==> src/rtl/pc_sequencer.sv <==
// Program-counter sequencer for the miniRISC fetch stage: holds the PC, offers PC+STEP,
// applies branch redirects with a one-cycle flush bubble, honours stall and halt, counts fetches.
module pc_sequencer #(
    parameter int              WIDTH     = 32,
    parameter logic [WIDTH-1:0] RESET_PC = '0,
    parameter int              STEP      = 4,
    parameter int              CNT_WIDTH = 16
) (
    input  logic                 CLK,
    input  logic                 RST_N,
    input  logic                 STALL,
    input  logic                 BR_TAKEN,
    input  logic [WIDTH-1:0]     BR_TARGET,
    input  logic                 HALT,
    output logic [WIDTH-1:0]     PC,
    output logic [WIDTH-1:0]     NPC,
    output logic                 FETCH_VALID,
    output logic                 HALTED,
    output logic [CNT_WIDTH-1:0] FETCH_CNT
);

    typedef enum logic [1:0] {
        S_BOOT   = 2'd0,
        S_RUN    = 2'd1,
        S_FLUSH  = 2'd2,
        S_HALTED = 2'd3
    } state_t;

    state_t state;

    assign NPC = PC + WIDTH'(STEP);

    // FETCH_VALID and HALTED are registered alongside the state so they always decode it exactly.
    always_ff @(posedge CLK or negedge RST_N) begin
        if (!RST_N) begin
            state       <= S_BOOT;
            PC          <= RESET_PC;
            FETCH_VALID <= 1'b0;
            HALTED      <= 1'b0;
            FETCH_CNT   <= '0;
        end else begin
            case (state)
                S_BOOT, S_FLUSH: begin
                    if (HALT) begin
                        state       <= S_HALTED;
                        FETCH_VALID <= 1'b0;
                        HALTED      <= 1'b1;
                    end else begin
                        state       <= S_RUN;
                        FETCH_VALID <= 1'b1;
                        HALTED      <= 1'b0;
                    end
                end
                S_RUN: begin
                    if (HALT) begin
                        state       <= S_HALTED;
                        FETCH_VALID <= 1'b0;
                        HALTED      <= 1'b1;
                    end else if (BR_TAKEN) begin
                        // The branch itself was a real fetch, so it is counted even under stall.
                        state       <= S_FLUSH;
                        PC          <= BR_TARGET;
                        FETCH_CNT   <= FETCH_CNT + CNT_WIDTH'(1);
                        FETCH_VALID <= 1'b0;
                    end else if (!STALL) begin
                        PC          <= NPC;
                        FETCH_CNT   <= FETCH_CNT + CNT_WIDTH'(1);
                    end
                end
                S_HALTED: begin
                    state       <= S_HALTED;
                    FETCH_VALID <= 1'b0;
                    HALTED      <= 1'b1;
                end
                default: begin
                    state       <= S_BOOT;
                    FETCH_VALID <= 1'b0;
                    HALTED      <= 1'b0;
                end
            endcase
        end
    end

endmodule
==> config.mk <==
export PLATFORM = sky130hd
export DESIGN_NAME = pc_sequencer
export DESIGN_NICKNAME = d
export VERILOG_FILES = /design/src/rtl/pc_sequencer.sv
export SDC_FILE = /design/constraint.sdc
export NUM_CORES = 1
export LEC_CHECK = 0
export BUFFER_PORTS_ARGS = -buffer_cell sky130_fd_sc_hd__buf_2
export CAP_MARGIN = 0
export CORE_UTILIZATION = 56
export CTS_BUF_LIST = sky130_fd_sc_hd__clkbuf_4 sky130_fd_sc_hd__clkbuf_8
export CTS_CLUSTER_DIAMETER = 60
export DETAILED_ROUTE_END_ITERATION = 12
export PLACE_DENSITY = 0.88
export SLEW_MARGIN = 15
export SYNTH_ARGS = -nofsm -noshare
export SYNTH_HDL_FRONTEND = slang
export SYNTH_SLANG_ARGS = --single-unit
==> constraint.sdc <==
create_clock -name CLK -period 2.9 [get_ports CLK]
set_input_delay 0.145 -clock CLK [delete_from_list [all_inputs] [get_ports CLK]]
set_output_delay 0.145 -clock CLK [all_outputs]
set_load 0.005 [all_outputs]
Word-level counts from Yosys, hierarchy flattened:

Cells that the tools add are included.

* bits in registers: 52
* logic and storage cells: 32

* add/subtract/negate cells: 2
* equality and inequality tests: 6
* multiplexer cells: 15
* bitwise gates (word level): 1
* reduce and logical (&&, ||, !) cells: 3

Operators with widths (number)
* 32-bit 2-to-1 mux: 2
* 32-bit by 3-bit adder with 32-bit output, second input constant: 1
* 16-bit 2-to-1 mux: 2
* 16-bit by 1-bit adder with 16-bit output, second input constant: 1
* 2-bit 2-to-1 mux: 3
* 1-bit one-hot mux with 3 select lines: 2
* 2-bit one-hot mux with 3 select lines: 1
* 1-bit 2-to-1 mux: 5
* 2-bit equality test, second input constant: 2
* 3-bit inequality test, second input constant: 1
* 3-bit AND reduction: 1
* 2-bit by 1-bit equality test with 1-bit output, second input constant: 1
* 2-bit zero test: 1
* 2-bit by 1-bit inequality test with 1-bit output, second input constant: 1
* 2-bit inequality test, second input constant: 1
* 2-bit OR reduction: 1
* 1-bit inverter: 1

Longest topological paths before layout:

Gate-level depths: netlist of run 1.

* depth after elaboration: 3
* gate-level depth with buffers: 8
* mapped depth without buffers: 5

Least setup slack after synthesis of run 1:

Ideal clock, no wire load.

* path kind: reg2out
* start: reg PC[6]
* end: out NPC[27]
* arrival time: 1.859 ns
* required time: 2.755 ns
* setup slack: 0.896 ns
* stages on the path, launching flop included: 7
* buffers on the path: 2
* cell sequence: dfrtp_1 buf_2 nand4_2 buf_6 or4_4 or3_1 xnor2_1

* longest elaborated chain between the ends: 1

Ends and longest elaborated chain
* start: declaration: line 15 `output logic [WIDTH-1:0] PC,`
* start signal: assignment: line 37 `PC <= RESET_PC;`
* start signal: assignment: line 62 `PC <= BR_TARGET;`
* start signal: assignment: line 66 `PC <= NPC;`
* 32-bit by 3-bit adder with 32-bit output: line 31 `assign NPC = PC + WIDTH'(STEP);`
* end: declaration: line 16 `output logic [WIDTH-1:0] NPC,`

Every way passes these cells.

Worst setup path in the final report of run 1:

* start: reg PC[5]
* end: out NPC[27]

Same word-level chain as after synthesis.

==> summary.md, run 1 <==
| Metric | Value |
|---|---|
| Status | `completed` |
| FP Rows | `28` |
| Die ar. | `0.00640 mm2` |
| Sequential area share after synthesis | `0.382` |
| Skew-Pair Late Insertion Delay | `0.33 ns` |
| Die X-Extent | `80 um` |
| Pwr/cell area | `337 mW/mm2` |
| WP data arrival | `2.44 ns` |
| First-pass GRT wire length | `14800 um` |
| Per-cell routed wire length | `16.0 um` |
| WL final | `9240 um` |
| Drt first pass iters | `5` |
| Root buffer cell | `clkbuf_8` |
| Period utilization | `0.890` |
| Syn nets | `434` |
| Measured slew at the worst slew-check pin | `0.834 ns` |
| Syn Area/Cell | `8.63 um2` |
| Clock buffer depth | `2` |
| Type of origin of the critical path | `register` |
| Pleak | `0.00194 uW` |
| Min cycle time layout | `2.58 ns` |
| I/O Buffers | `118` |
| Worst hold slack | `0.00653 ns` |
| Relative slew margins | `0.444` |
| Crit path cell chain | `nand4_2, or4_4, or3_1, xnor2_1, buf_2` |
| Slew Limit Fails | `0` |
| Largest net degree at the start of global routing | `62` |
| Post-synth EDFFs | `0` |
| Top-area cell type share of the netlist area | `0.382` |
| Detail Route Antenna Nets | `0` |
| Number of max-cap violations | `0` |
| Hold Path Class | `in -> reg` |
| Fin Setup TNS | `0 ns` |
| # DRC | `0` |
| Critical-path cell with the highest stage delay | `or4_4` |
| H-tree level count | `2` |
| Initial Util | `0.579` |
| Finished Core Util | `0.700` |
| Async set-or-reset flop fraction in the synthesized netlist | `1.00` |
| Unique cell type count in the Yosys netlist | `55` |
| RSZ-0062 raised after global routing | `no` |
| Initial antenna violation count | `0` |
| Number of global-route vias before repair | `3181` |
| Grt total ovfl | `0` |
| FF+latch count, synth | `52` |
| WS Path Type | `reg -> out` |
| Placer Congestion | `0.892` |
| Crit path max fanout | `13` |
| DP Worst Slack | `0.575 ns` |
| HPWL after DPL | `6620 um` |
| Ant diodes | `0` |
| Vias per inst | `6.14` |
| Final nets | `539` |
| CP delay by family, top | `simple AND/OR/NAND/NOR gates` |
| Ports | `119` |
| Post-Syn Area | `0.00341 mm2` |
| Clock Sinks | `52` |
| Chip height | `80 um` |
| Worst clock skew | `0.0231 ns` |
| Fmax | `0.387 GHz` |
| Final Hold Viols | `0` |
| Worst path buffer plus inverter count | `1` |
| # setup viols final | `0` |
| DRT iter0 DRCs | `326` |
| Worst setup slack after layout | `0.318 ns` |
| Core area | `0.00589 mm2` |
| Syn. warnings | `0` |
| Max incr delay on CP | `0.60 ns` |
| Predominant post-synthesis flop cell | `dfrtp_1` |
| VDD IR max | `0.302 mV` |
| Via count | `3534` |
| Area leader, netlist | `dfrtp_1` |
| Clock Pin Slew Worst Setup and Hold Paths | `0.12 ns` |
| Most common cell in the netlist | `dfrtp_1` |
| Endpoint type of the worst setup path | `output pin` |
| Worst path required time | `2.76 ns` |
| Most frequent cells after synthesis | `dfrtp_1 (52), xnor2_1 (31), nand2_1 (25)` |
| Total CTS buffers | `5` |
| Post-synthesis cell count | `395` |
| CTS tree | `done` |
| Area growth syn-to-layout | `21.0%` |
| Total GRT Usage | `0.295` |
| Synth area leaders | `dfrtp_1 (38%), xnor2_1 (8.0%), nand3_1 (3.1%)` |
| Layout cells sized above 1 | `0.293` |
| Final Total Pwr | `1390 uW` |
==> worst register-to-register path, stage by stage, from the launching register on <==
cell and delay, ns:
dfrtp_1 0.41, or3b_2 0.68, or2_2 0.52, buf_4 0.27
nor3_1 0.25, xor2_1 0.16
==> cells in the final DEF, fill, tap and decap left out, types with 2 or more instances in the layout <==
cell	instances
mux2_2	2
or3_1	5
and3_1	10
o311ai_0	7
o21ai_0	18
or4_4	2
nor2_1	24
nor3_1	21
a22oi_1	7
a2bb2oi_1	2
inv_1	23
or2_2	3
nor4_1	12
buf_4	8
o2bb2ai_1	8
xnor2_1	31
mux2i_1	2
ha_1	2
a32o_1	2
nand4_1	15
xor2_1	12
nand3_1	21
or4_1	3
o211ai_1	6
clkbuf_8	5
o22ai_1	2
nand2b_1	2
dfrtp_1	52
buf_2	118
nand2_1	25
nand4b_1	2
and4_1	4
a211o_1	3
a21oi_1	17
inv_6	2
a311oi_1	4
==> final cells by class <==
type	instances	area [um2]
Multi-Input combinational cell	290	1880
Fill cell	482	1760
Sequential cell	52	1300
Timing Repair Buffer	127	661
Tap cell	75	93.8
Inverter	24	90.1
Clock buffer	5	68.8
Clock inverter	3	25.0
==> metal layers <==
layer | vias up | GRT usage | wire length [um]
met4 | 0 | 0.114 | 173
met3 | 20 | 0.0560 | 681
li1 | 1656 | - | -
met1 | 1680 | 0.398 | 3930
met5 | - | 0 | 0
met2 | 178 | 0.469 | 4460
==> flip-flops by register name (all words and copies together), names as in the netlist <==
register and cells:
PC 32, state 2, FETCH_CNT 16, HALTED 1
FETCH_VALID 1
==> final timing paths <==
check	from	to	slack [ns]	cells past startpoint
max	PC[5]	NPC[27]	0.32	5
min	HALT	FETCH_VALID	0.007	2
max reg2reg	state[1]	FETCH_CNT[7]	0.54	5
min reg2reg	state[0]	FETCH_VALID	0.48	1
max in group asynchronous	RST_N	PC[9]	1.67	3
min in group asynchronous	RST_N	FETCH_CNT[6]	0.45	2
==> per-stage QoR <==
| stage | cells | area, um2 |
|---|---|---|
| after floorplan | 395 | 3410 |
| after global placement | 567 | 4020 |
| after detailed placement | 567 | 4020 |
| after CTS | 576 | 4120 |
| after global routing | 576 | 4120 |
| final | 576 | 4120 |
==> kinds of logic after synthesis <==
kind of cell / Yosys count / synth area share
AND/OR/NAND/NOR: 158 / 0.253
buffers and inverters: 53 / 0.0654
AO/OA/AOI/OAI: 83 / 0.169
adder cells (fa/ha/maj): 2 / 0.00734
flip-flops: 52 / 0.382
XOR/XNOR: 43 / 0.111
multiplexers: 4 / 0.0125
==> power by group <==
part / switching [uW] / total, uW / internal, uW
Clock: 284 / 461 / 177
Sequential: 27.5 / 767 / 740
Combinational: 87.5 / 162 / 74.6
==> repair_timing <==
item,CTS,global route
endpoints found under the hold margin,35,0
buffers inserted,0,0
resized for setup,0,0
hold buffers,1,0
No activity file was read; power rests on OpenSTA's default activity.
==> run 2, diff against run 1 <==
--- a/config.mk
+++ b/config.mk
@@ -7,12 +7,13 @@
 export LEC_CHECK = 0
 export BUFFER_PORTS_ARGS = -buffer_cell sky130_fd_sc_hd__buf_2
 export CAP_MARGIN = 0
-export CORE_UTILIZATION = 56
+export CORE_UTILIZATION = 47
 export CTS_BUF_LIST = sky130_fd_sc_hd__clkbuf_4 sky130_fd_sc_hd__clkbuf_8
 export CTS_CLUSTER_DIAMETER = 60
 export DETAILED_ROUTE_END_ITERATION = 12
-export PLACE_DENSITY = 0.88
+export PLACE_DENSITY = 0.79
 export SLEW_MARGIN = 15
 export SYNTH_ARGS = -nofsm -noshare
 export SYNTH_HDL_FRONTEND = slang
 export SYNTH_SLANG_ARGS = --single-unit
+export TNS_END_PERCENT = 20
==> constraint.sdc (replaced) <==
create_clock -name CLK -period 2.2 [get_ports CLK]
set_input_delay 0.11 -clock CLK [delete_from_list [all_inputs] [get_ports CLK]]
set_output_delay 0.11 -clock CLK [all_outputs]
set_load 0.005 [all_outputs]
==> summary.md, run 2 (synthesized netlist as in run 1, its figures left out) <==
| Metric | Value |
|---|---|
| Final Hold Viols | `0` |
| Per-cell routed wire length | `17.8 um` |
| Worst hold slack | `0.0363 ns` |
| Clock Pin Slew Worst Setup and Hold Paths | `0.10 ns` |
| # setup viols final | `11` |
| Area growth syn-to-layout | `38.3%` |
| Pwr/cell area | `393 mW/mm2` |
| Largest net degree at the start of global routing | `62` |
| Vias per inst | `6.18` |
| HPWL after DPL | `7220 um` |
| Die ar. | `0.00759 mm2` |
| Layout cells sized above 1 | `0.409` |
| Placer Congestion | `0.825` |
| Initial Util | `0.493` |
| WP data arrival | `2.16 ns` |
| Ports | `119` |
| Worst clock skew | `0.0151 ns` |
| Detail Route Antenna Nets | `0` |
| Measured slew at the worst slew-check pin | `0.750 ns` |
| Die X-Extent | `87.1 um` |
| Root buffer cell | `clkbuf_8` |
| Commonest non-fill, non-tap cell in the layout | `buf_2` |
| WS Path Type | `reg -> out` |
| Non-Filler Instances | `651` |
| Via count | `4023` |
| Placed Cells | `610` |
| Drt first pass iters | `5` |
| Chip height | `87.1 um` |
| I/O Buffers | `118` |
| Fmax | `0.440 GHz` |
| Slew Limit Fails | `0` |
| Skew-Pair Late Insertion Delay | `0.31 ns` |
| FP Rows | `30` |
| Grt total ovfl | `0` |
| Relative slew margins | `0.500` |
| Pleak | `0.00226 uW` |
| First-pass GRT wire length | `16500 um` |
| Type of origin of the critical path | `register` |
| Final nets | `594` |
| Max reg flops | `32` |
| Initial antenna violation count | `0` |
| Most frequent cells in the layout | `buf_2 (119), buf_4 (58), dfrtp_1 (44), xnor2_1 (27), nand2_1 (24)` |
| Worst setup slack after layout | `-0.0718 ns` |
| # DRC | `0` |
| Endpoint type of the worst setup path | `output pin` |
| DRT iter0 DRCs | `445` |
| Ant diodes | `0` |
| Number of max-cap violations | `0` |
| Status | `complete, but fails checks` |
| Finished Core Util | `0.682` |
| RSZ-0062 raised after global routing | `yes` |
| Min cycle time layout | `2.27 ns` |
| Fill cells | `567` |
| Hold Path Class | `in -> reg` |
| Clock buffer depth | `2` |
| Total GRT Usage | `0.277` |
| Core area | `0.00691 mm2` |
| H-tree level count | `2` |
| WL final | `11600 um` |
| VDD IR max | `0.289 mV` |
| DP Worst Slack | `0.185 ns` |
| Biggest register | `PC` |
| Failing checks | `negative setup slack` |
| Total CTS buffers | `5` |
| Period utilization | `1.03` |
| Number of global-route vias before repair | `3501` |
| CTS tree | `done` |
| Crit path max fanout | `7` |
| Worst path required time | `2.09 ns` |
| Clock Sinks | `52` |
| Largest regs | `PC: 32 flops, FETCH_CNT: 16 flops, state: 2 flops` |
-- run 2: area by class of cell --
cell class	count	area, um2	area share
clock inverters	1	5.00	0.00106
inverters	24	90.1	0.0191
repair buffers	182	1080	0.230
flip-flops and latches	52	1310	0.278
well taps	96	120	0.0255
multi-input cells	290	2020	0.430
clock buffers	6	76.3	0.0162
-- run 2: path summary, 6_finish.rpt --
kind	start	end	slack [ns]	cells past startpoint
min in group asynchronous	RST_N	PC[2]	0.39	2
worst max register to register	PC[11]	PC[18]	0.03	5
worst min-delay path	BR_TARGET[0]	PC[0]	0.04	2
worst min register to register	state[0]	FETCH_VALID	0.47	1
worst max-delay path	PC[8]	NPC[15]	-0.07	6
max in group asynchronous	RST_N	PC[21]	1.13	3
-- run 2: per-layer routing --
layer	up-vias	track usage	wire, um
met1	1907	0.367	4620
met5	-	0	0
met3	53	0.0455	1080
met2	299	0.452	5420
met4	0	0.113	440
li1	1764	-	-
-- run 2: power breakdown --
group	switching (uW)	internal, uW
clock	316	230
combinational	162	146
sequential	22.9	976
-- run 2: stage by stage --
stage | instance area, um2 | setup TNS (ns) | total power, uW
floorplan | 3410 | 0 | 1130
global placement | 4210 | 0 | 1250
detailed placement | 4210 | 0 | 1260
CTS | 4410 | -0.0213 | 1810
global route | 4710 | -1.28 | 1910
finish | 4710 | -0.336 | 1850
-- run 2: critical path: stages (launching register included) --
cell and delay, ns:
dfrtp_1 0.43, nand4_4 0.17, buf_4 0.18, buf_4 0.15
nor4_1 0.59, xor2_1 0.19, buf_2 0.13
-- run 2: repair_timing --
item                                   4_1_cts  5_1_grt
setup endpoints to repair                   11       16
pin swaps                                    2       10
hold buffers                                 2        0
gates cloned                                 0        1
endpoints found under the hold margin       31        0
gates resized for setup                     11       26
setup buffers                                9       22
==> run 3, diff against run 2 <==
--- a/config.mk
+++ b/config.mk
@@ -12,6 +12,7 @@
 export CTS_CLUSTER_DIAMETER = 60
 export DETAILED_ROUTE_END_ITERATION = 12
 export PLACE_DENSITY = 0.79
+export SETUP_SLACK_MARGIN = 0.02
 export SLEW_MARGIN = 15
 export SYNTH_ARGS = -nofsm -noshare
 export SYNTH_HDL_FRONTEND = slang
==> summary.md, run 3 (synthesized netlist as in run 1, its figures left out) <==
| Metric | Value |
|---|---|
| WP data arrival | `2.11 ns` |
| Hold Path Class | `in -> reg` |
| Clock Pin Slew Worst Setup and Hold Paths | `0.10 ns` |
| Number of max-cap violations | `0` |
| Final nets | `587` |
| DRT iter0 DRCs | `462` |
| Slew Limit Fails | `0` |
| Area growth syn-to-layout | `37.8%` |
| H-tree level count | `2` |
| Failing checks | `negative setup slack` |
| Crit path cell chain | `nand4_4, or4_4, or3_4, xnor2_2, buf_2` |
| I/O Buffers | `118` |
| Met2 WL | `5380 um` |
| Max reg flops | `32` |
| Non-Filler Instances | `644` |
| Final Hold Viols | `0` |
| Die ar. | `0.00759 mm2` |
| Pleak | `0.00226 uW` |
| Chip height | `87.1 um` |
| Largest net degree at the start of global routing | `62` |
| Fill cells | `587` |
| Post-route cell area | `0.00470 mm2` |
| Vias per inst | `6.13` |
| Via count | `3949` |
| Clock Sinks | `52` |
| Commonest non-fill, non-tap cell in the layout | `buf_2` |
| Root buffer cell | `clkbuf_8` |
| Ant diodes | `0` |
| Worst path required time | `2.09 ns` |
| Critical-path cell with the highest stage delay | `or4_4` |
| Initial antenna violation count | `0` |
| Ports | `119` |
| # DRC | `0` |
| RSZ-0062 raised after global routing | `yes` |
| Core area | `0.00691 mm2` |
| First-pass GRT wire length | `16800 um` |
| Die X-Extent | `87.1 um` |
| Type of origin of the critical path | `register` |
| Drt first pass iters | `5` |
| Relative slew margins | `0.503` |
| Initial Util | `0.493` |
| Max incr delay on CP | `0.56 ns` |
| Pwr/cell area | `396 mW/mm2` |
| Number of global-route vias before repair | `3561` |
| # setup viols final | `2` |
| Reg2reg path depth | `5` |
| Period utilization | `1.01` |
| Hold path depth | `2` |
| Largest regs | `PC: 32 flops, FETCH_CNT: 16 flops, state: 2 flops` |
| Placed Cells | `610` |
| Total CTS buffers | `5` |
| Metal1 wirelength | `4590 um` |
| HPWL after DPL | `7220 um` |
| Final Total Pwr | `1860 uW` |
| CTS tree | `done` |
| DP Worst Slack | `0.185 ns` |
| Min cycle time layout | `2.22 ns` |
| Met3 wire length | `978 um` |
| Measured slew at the worst slew-check pin | `0.746 ns` |
| Grt total ovfl | `0` |
| Total GRT Usage | `0.282` |
| Worst clock skew | `0.0147 ns` |
| Skew-Pair Late Insertion Delay | `0.32 ns` |
| Biggest register | `PC` |
| VDD IR max | `0.286 mV` |
| Crit path max fanout | `7` |
| Worst setup slack after layout | `-0.0163 ns` |
| WS Path Type | `reg -> out` |
| FP Rows | `30` |
| Per-cell routed wire length | `17.6 um` |
| Endpoint type of the worst setup path | `output pin` |
| Detail Route Antenna Nets | `0` |
| Status | `complete, but fails checks` |
| WL final | `11300 um` |
| DR top layer | `met4` |
| Placer Congestion | `0.825` |
| Most frequent cells in the layout | `buf_2 (118), buf_4 (50), dfrtp_1 (44), xnor2_1 (28)` |
| Layout cells sized above 1 | `0.405` |
| Clock buffer depth | `2` |
| Fmax | `0.451 GHz` |
| Placed inst area | `0.00421 mm2` |
run 3: cell types whose count changed in the layout (fill, tap and decap cells not counted), sizes merged:
| cell | delta |
|---|---|
| buf | -7 |
run 3: power breakdown:
part | switching (uW) | leakage, uW | internal (uW)
registers | 20.9 | 0.000622 | 976
clock network | 328 | 0.0000445 | 230
logic | 161 | 0.00159 | 142
run 3: repair_timing:
item | CTS | global route
hold endpoints to repair | 31 | 0
endpoints found under the setup margin | 13 | 17
gates resized for setup | 11 | 32
gates cloned | 0 | 1
buffers inserted | 14 | 10
hold buffers | 2 | 0
pin swaps | 2 | 10
run 3: metrics by stage:
stage / setup TNS (ns) / util / hold WS, ns
6_report: -0.0177 / 0.680 / 0.0296
4_1_cts: 0 / 0.645 / 0.0339
3_5_place_dp: 0 / 0.610 / 0.209
2_1_floorplan: 0 / - / -0.186
5_1_grt: -0.386 / 0.680 / 0.0332
3_3_place_gp: 0 / 0.610 / 0.204
run 3: area by class of cell:
cell class	instances	area, um2	area share
inverter	24	90.1	0.0192
clock inverter	1	5.00	0.00107
multi-input combinational	290	2050	0.437
sequential	52	1310	0.279
tap	96	120	0.0256
clock buffer	6	76.3	0.0163
timing repair buffer	175	1040	0.222
run 3: per-layer routing:
layer / GRT usage / up-vias
met1: 0.375 / 1888
met2: 0.452 / 258
met3: 0.0445 / 46
met5: 0 / -
li1: - / 1757
met4: 0.131 / 0
run 3: final timing paths:
check,from,end,slack [ns]
max,PC[8],NPC[27],-0.02
min,BR_TARGET[0],PC[0],0.03
max reg2reg,PC[8],PC[18],0.06
min reg2reg,state[0],FETCH_VALID,0.47
max in group asynchronous,RST_N,FETCH_CNT[3],1.14
min in group asynchronous,RST_N,PC[8],0.39
run 3: worst max-delay path: cells and delay by family (launching register included):
| family | cells | cell delay (ns) |
|---|---|---|
| and+or+nand+nor | 3 | 1.10 |
| DFF | 1 | 0.42 |
| buffers and inverters | 1 | 0.12 |
| xor gates and xnor gates | 1 | 0.13 |
